**config.mk**
```make
export PLATFORM = sky130hd
export DESIGN_NAME = multiplier_datapath
export DESIGN_NICKNAME = d
export VERILOG_FILES = /design/src/rtl/multiplier_pkg.sv /design/src/rtl/mult4x4.sv /design/src/rtl/multiplier_datapath.sv
export SDC_FILE = /design/constraint.sdc
export NUM_CORES = 1
export LEC_CHECK = 0
export CORE_AREA = 5 5 93 95
export CTS_BUF_LIST = sky130_fd_sc_hd__clkbuf_8
export DETAILED_ROUTE_END_ITERATION = 12
export DIE_AREA = 0 0 98 100
export HOLD_SLACK_MARGIN = 0.06
export PLACE_DENSITY = 0.71
export SYNTH_ARGS = -nofsm -noshare
export SYNTH_HDL_FRONTEND = slang
export SYNTH_HIERARCHICAL = 1
export SYNTH_SLANG_ARGS = --single-unit
```
**constraint.sdc**
```tcl
create_clock -name clk -period 6.2 [get_ports clk]
set_input_delay 1.24 -clock clk [delete_from_list [all_inputs] [get_ports clk]]
set_output_delay 1.24 -clock clk [all_outputs]
set_load 0.1 [all_outputs]
```
**src/rtl/multiplier_pkg.sv**
```systemverilog
// Shared encodings and widths for the sequential 8x8 multiplier
// (controller and datapath both import this package).
package multiplier_pkg;

  localparam int OP_W   = 8;
  localparam int NIB_W  = 4;
  localparam int PROD_W = 16;

  // Which operand nibbles feed the 4x4 multiplier: a-nibble first, b-nibble second.
  typedef enum logic [1:0] {
    SEL_LL = 2'b00,
    SEL_LH = 2'b01,
    SEL_HL = 2'b10,
    SEL_HH = 2'b11
  } input_sel_e;

  // Left shift applied to the partial product; 2'b11 is reserved and aligns like SH0.
  typedef enum logic [1:0] {
    SH0 = 2'b00,
    SH4 = 2'b01,
    SH8 = 2'b10
  } shift_sel_e;

  // Zero-extend an 8-bit partial product to the accumulator width and align it.
  function automatic logic [PROD_W-1:0] align_pp(input logic [2*NIB_W-1:0] pp,
                                                 input logic [1:0]         sel);
    logic [PROD_W-1:0] ext;
    ext = PROD_W'(pp);
    case (sel)
      SH4:     return ext << 4;
      SH8:     return ext << 8;
      default: return ext;
    endcase
  endfunction

endpackage

```
**src/rtl/mult4x4.sv**
```systemverilog
// Combinational 4x4 unsigned multiplier producing a full 8-bit product.
module mult4x4
  import multiplier_pkg::*;
(
  input  logic [NIB_W-1:0]   a,
  input  logic [NIB_W-1:0]   b,
  output logic [2*NIB_W-1:0] p
);

  // Operands widened first so the product keeps all 8 bits.
  assign p = {{NIB_W{1'b0}}, a} * {{NIB_W{1'b0}}, b};

endmodule

```
**src/rtl/multiplier_datapath.sv**
```systemverilog
// Datapath of the sequential 8x8 multiplier: one nibble partial product per
// step, aligned and accumulated into a 16-bit sum; final sum latched on done.
module multiplier_datapath
  import multiplier_pkg::*;
(
  input  logic              clk,
  input  logic              reset_a,
  input  logic [OP_W-1:0]   dataa,
  input  logic [OP_W-1:0]   datab,
  input  logic [1:0]        input_sel,
  input  logic [1:0]        shift_sel,
  input  logic              clk_ena,
  input  logic              sclr_n,
  input  logic              done,
  output logic [1:0]        count,
  output logic [PROD_W-1:0] acc,
  output logic [PROD_W-1:0] product,
  output logic              product_valid
);

  logic [OP_W-1:0]    op_a;
  logic [OP_W-1:0]    op_b;
  logic [NIB_W-1:0]   nib_a;
  logic [NIB_W-1:0]   nib_b;
  logic [2*NIB_W-1:0] pp;
  logic [PROD_W-1:0]  shifted;

  // Pick the nibble pair for this step; every select code maps to a defined pair.
  always_comb begin
    nib_a = op_a[NIB_W-1:0];
    nib_b = op_b[NIB_W-1:0];
    case (input_sel)
      SEL_LH: nib_b = op_b[OP_W-1:NIB_W];
      SEL_HL: nib_a = op_a[OP_W-1:NIB_W];
      SEL_HH: begin
        nib_a = op_a[OP_W-1:NIB_W];
        nib_b = op_b[OP_W-1:NIB_W];
      end
      default: ;
    endcase
  end

  mult4x4 u_mult4x4 (
    .a (nib_a),
    .b (nib_b),
    .p (pp)
  );

  assign shifted = align_pp(pp, shift_sel);

  // Operand capture on clear, accumulate and count on enabled steps, else hold.
  always_ff @(posedge clk) begin
    if (reset_a) begin
      op_a  <= '0;
      op_b  <= '0;
      acc   <= '0;
      count <= '0;
    end else if (!sclr_n) begin
      op_a  <= dataa;
      op_b  <= datab;
      acc   <= '0;
      count <= '0;
    end else if (clk_ena) begin
      acc   <= acc + shifted;
      count <= count + 2'd1;
    end
  end

  // Latch the pre-update accumulator on done and flag it for exactly one cycle.
  always_ff @(posedge clk) begin
    if (reset_a) begin
      product       <= '0;
      product_valid <= 1'b0;
    end else begin
      if (done) product <= acc;
      product_valid <= done;
    end
  end

endmodule
```
==> Word level (Yosys, flattened, before mapping) <==
Cells that the tools add are included.
{ "totals": {"reg_bits": 51, "input_bits": 25, "output_inout_bits": 35, "wordCells": 21} }
{ "classes": {"n_addsub": 2, "multipliers": 1, "n_eq_ne": 5, "n_mux": 3, "n_bitwise": 1, "reduce_logical": 3} }
{ "op_table": {"columns": ["cell", "count"], "rows": [
  ["$pmux W16 S2", 1],
  ["$add A16 B16 Y16", 1],
  ["$mul A4 B4 Y8", 1],
  ["$mux W4", 2],
  ["$eq A2 B2 Y1 const B", 3],
  ["$reduce_or A2 Y1", 3],
  ["$eq A2 B1 Y1 const B", 2],
  ["$add A2 B1 Y2 const B", 1],
  ["$not A1 Y1", 1]
]} }

==> Logic depth before layout (Yosys ltp) <==
{ "depth": {"depth_word": 6, "ltp_mapped": 19, "ltp_nobuf": 18} }

==> Modules after synthesis <==
The synthesis kept the hierarchy.
{ "modules_own_cells": {"columns": ["mod", "instances", "cells_each", "area_per_inst_um2", "seq_area_each_um2"], "rows": [
  ["multiplier_datapath", 1, 325, 2887.8, 1021.0],
  ["mult4x4", 1, 51, 464.2, 0.0]
]} }

==> Least setup slack after synthesis <==
OpenSTA, ideal clock, no wires.
{ "synth_path": {"kind": "input to register", "startpoint": "input input_sel[1]", "endpoint": "register acc[15]", "setup_ns": 0.070, "t_arrival_ns": 5.371, "slack_ns": 0.759, "stages": 19, "path_buffers": 1, "cell_sequence": "mux2_2 nand2_1 fa_1 inv_1 fa_1 ha_1 a211oi_2 nor3_1 or3b_1 a22oi_1 nor2_1 ha_1 buf_4 nand3_1 nor2_1 nand4_2 and4_4 or4_1 a21oi_1"} }
{ "synth_between": {"elab_chain_cells": 6, "word_cells_on_any_way": 10, "classes_between": "1 x add/sub; 1 x mul; 3 x eq/ne; 3 x mux; 2 x reduce/logical"} }
{ "synth_lines": {"columns": ["item", "line_no", "rtl"], "rows": [
  ["start: declaration", "multiplier_datapath.sv:10", "input logic [1:0] input_sel,"],
  ["$eq A2 B2 Y1 / $eq A2 B1 Y1 (equally long branches)", "multiplier_datapath.sv:32", "case (input_sel)"],
  ["$reduce_or A2 Y1 (no source line)", null, null],
  ["$mux W4", "multiplier_datapath.sv:32", null],
  ["$mul A4 B4 Y8 (*)", "mult4x4.sv:11", "assign p = {{NIB_W{1'b0}}, a} * {{NIB_W{1'b0}}, b};"],
  ["net pp[7]", "multiplier_datapath.sv:25", "logic [2*NIB_W-1:0] pp;"],
  ["$pmux W16 S2 (*)", "multiplier_pkg.sv:29", "case (sel)"],
  ["$add A16 B16 Y16 (*)", "multiplier_datapath.sv:64", "acc <= acc + shifted;"],
  ["end signal: assignment", "multiplier_datapath.sv:64", null],
  ["end: declaration", "multiplier_datapath.sv:16", "output logic [PROD_W-1:0] acc,"]
]} }
The timed path passes the listed nets; every way through them passes the cells marked *.
A chain may end at the register's enable or synchronous reset.

==> Worst setup path after layout <==
{ "layout_path": {"startpoint": "input input_sel[1]", "endpoint": "register acc[15]"} }
{ "layout_between": {"elab_chain_cells": 6, "word_cells_on_any_way": 10, "classes_between": "1 x add/sub; 1 x mul; 3 x eq/ne; 3 x mux; 2 x reduce/logical"} }
{ "layout_lines": {"columns": ["item", "line_no", "rtl"], "rows": [
  ["$eq A2 B2 Y1", "multiplier_datapath.sv:32", null],
  ["$reduce_or A2 Y1 (no source line) (*)", null, null],
  ["$mux W4 (*)", "multiplier_datapath.sv:32", null],
  ["net nib_a[1]", "multiplier_datapath.sv:23", "logic [NIB_W-1:0] nib_a;"],
  ["$mul A4 B4 Y8 (*)", "mult4x4.sv:11", null],
  ["net pp[7]", "multiplier_datapath.sv:25", null],
  ["$pmux W16 S2 (*)", "multiplier_pkg.sv:29", null],
  ["$add A16 B16 Y16 (*)", "multiplier_datapath.sv:64", null]
]} }
Marks and branches as above.

==> summary.txt <==
Outcome
  – Status: finished, final reports clean

Final layout
  – Share of cells above drive strength 1: 7.71%
  – Fin area: 4090 µm²
  – Commonest cells after routing, fill and taps aside: clkdlybuf4s50_1 (59), nor2_1 (56), dfxtp_1 (51)
  – Layout Nets: a little under 500
  – FF+latch area: between 1000 and 1500 µm²
  – Diode count: 0
  – Fillers: 696
  – Commonest non-fill, non-tap cell in the layout: clkdlybuf4s50_1
  – Multi-input gate area: ~2200 µm²
  – Layout area overhead: 22.1%

STA
  – Final Skew: approximately 0.005 ns
  – RSZ-0062 raised after global routing: false
  – Worst hold margin: approximately 0.50 ns
  – Final setup viols: 0
  – Crit share post-route: between 90% and 100%
  – Worst Tran Pin Value: 1.02 ns
  – Slew HR: between 30% and 40%
  – Slew Viols, Final: 0
  – Setup TNS: 0 ns
  – Fmax: approximately 170 MHz
  – Fin crit period: between 5 and 6 ns
  – Hold Vio Cnt, Final: 0

Clocking
  – Max Root-Sink Buffers: 2
  – Worst-path clk slew: roughly 0.09 ns
  – CTS tree: yes
  – # resized after CTS: 0
  – Cts hold-fix bufs: 0
  – Root buffer cell: clkbuf_8
  – Skew-Pair Late Insertion Delay: ~0.3 ns
  – # clock sinks: 51
  – H-tree depth: 2
  – Total CTS buffers: 5
  – Post-CTS setup buffer count: 0

Floorplan
  – Die area: 9800 µm²
  – Die height: about 100 µm
  – Core Rows: 32
  – Core area: 7650 µm²
  – IO Pins: 60
  – Die W: slightly below 100 µm
  – Initial Util: approximately 44%

Placement
  – Post-detail-place hpwl: 5790 µm
  – Placed instance area: ~4000 µm²
  – Routability cong.: 0.838
  – PortBufs: between 50 and 60

Global route
  – Initial antenna violation count: 0
  – GRT Overall Usage: between 10% and 20%
  – Total grt overflow: 0
  – First-pass GRT wire length: around 13000 µm
  – Largest net degree at the start of global routing: 36
  – Vias in the first global route: around 2800

Synthesis
  – Post-synth EDFFs: 0
  – Async S/R FF share, synth: 0%
  – Predominant post-synthesis flop cell: dfxtp_1
  – Avg Inst Size Synth: just under 9 µm²
  – Syn Inst Count: approximately 380
  – Yosys Warn Count: 6
  – Netlist Area Pre-Place: between 3000 and 4000 µm²
  – Library cells used by synthesis: between 50 and 60
  – Number of synthesized register bits: 51
  – Synthesized Nets: ~440
  – Sequential share of the synthesized area: 30.5%

Drt
  – Met3 routed WL: approximately 290 µm
  – Routed WL: about 7400 µm
  – Pre-Repair DR Iteration Count: 4
  – WL met2: 3680 µm
  – Initial DRC count: 83
  – Drt drc: 0
  – Met1 wire length: 3430 µm
  – Routed via count: around 2700
  – DR top layer: met4
  – Avg WL per Cell: between 10 and 15 µm
  – Antenna-violating nets left: 0
  – Vias per inst: ~5

Setup path
  – Critical path class: input pin to register
  – Arrival time worst endpoint: between 6 and 7 ns
  – Critical path data required time: about 6.4 ns
  – Worst Setup End Kind: register
  – Startpoint types: input pin
  – Worst-path fanout max: 6

Hold path
  – Hold/Removal Path Class: register to register

Power
  – PwrDens: approximately 160 nW/µm²
  – Static leakage power: around 1.8 nW
  – Tot Pwr: approximately 0.00066 W
  – Worst vdd ir: 73.9 µV

Flow run
  – Max cap viols: 0
-- cells by family (layout without fill, tap and decap cells) --
| family | Yosys count | count (layout) | synth area share [%] |
|---|---|---|---|
| AOI/OAI and AO/OA | 65 | 65 | 14.1 |
| xor gates and xnor gates | 9 | 9 | 2.35 |
| adders and majority gates | 34 | 34 | 13.8 |
| buffers and inverters | 29 | 81 | 4.59 |
| DFF | 51 | 51 | 30.5 |
| muxes | 49 | 49 | 14.9 |
| and+or+nand+nor | 139 | 139 | 19.8 |
-- registers in the layout (all words and copies together), names as in the netlist --
register,cells
op_a,8
acc,16
product_valid,1
product,16
count,2
op_b,8
-- per-stage QoR --
step / worst slack, ns / util [%] / instances
2_1_floorplan: 0.759 / - / 376
3_3_place_gp: 0.122 / 52.1 / 522
3_5_place_dp: 0.0354 / 52.1 / 522
4_1_cts: 0.335 / 53.5 / 530
5_1_grt: 0.0503 / 53.5 / 530
6_report: 0.334 / 53.5 / 530
-- cell usage after synthesis (3+ instances only) --
cell / count / area, µm²
a31oi_1: 3 / 18.8
nand2_1: 27 / 101
inv_1: 9 / 33.8
nand4_1: 3 / 18.8
nor3_1: 9 / 45.0
a22oi_1: 5 / 37.5
a21o_1: 6 / 45.0
a21oi_1: 14 / 70.1
nand3_1: 10 / 50.1
buf_2: 3 / 15.0
mux2i_1: 41 / 410
dfxtp_1: 51 / 1020
nor2_1: 56 / 210
xor2_1: 3 / 26.3
buf_4: 4 / 30.0
and2_1: 20 / 125
mux2_2: 8 / 90.1
ha_1: 29 / 363
fa_1: 5 / 100
o21ai_0: 10 / 50.1
clkbuf_1: 9 / 33.8
xnor2_1: 6 / 52.6
-- worst max-delay path, cell delays in order --
cell and delay (ns):
clkdlybuf4s50_1 0.56, mux2_2 0.40, nand2_1 0.10, fa_1 0.41, inv_1 0.09, fa_1 0.44, ha_1 0.35, a211oi_2 0.24
nor3_1 0.09, or3b_1 0.40, nand2_1 0.08, o21ai_0 0.09, ha_1 0.40, nand2_1 0.07, o211ai_1 0.21, nand3_1 0.14
and4_4 0.20, or4_1 0.46, a21oi_1 0.15
-- path summary, 6_finish.rpt --
kind	from	end	slack (ns)	cells after the start
max	input_sel[1]	acc[15]$_SDFFE_PP0P_	0.33	19
min	product[8]$_SDFFE_PP0P_	product[8]$_SDFFE_PP0P_	0.50	2
max reg2reg	op_a[4]$_SDFFE_PP0N_	acc[15]$_SDFFE_PP0P_	1.54	18
min reg2reg	product[8]$_SDFFE_PP0P_	product[8]$_SDFFE_PP0P_	0.50	2
-- layout make-up --
| type | count | share of cell area (%) |
|---|---|---|
| Tap cell | 102 | 3.12 |
| Clock inverter | 1 | 0.183 |
| Inverter | 9 | 0.826 |
| Sequential cell | 51 | 25.0 |
| Multi-Input combinational cell | 296 | 53.2 |
| Clock buffer | 7 | 2.35 |
| Timing Repair Buffer | 64 | 15.4 |
-- routing by layer --
metal | GRT usage, % | vias to the layer above
li1 | - | 1434
met1 | 18.9 | 1214
met2 | 28.8 | 43
met5 | 0 | -
met3 | 2.78 | 2
met4 | 3.73 | 0
-- where the power goes --
group	leakage [nW]	internal [W]	switching, W
Clock	0.0505	0.000102	0.000110
Sequential	0.415	0.000335	0.00000457
Combinational	1.35	0.0000455	0.0000609
Power figures use the tool's default switching activity.
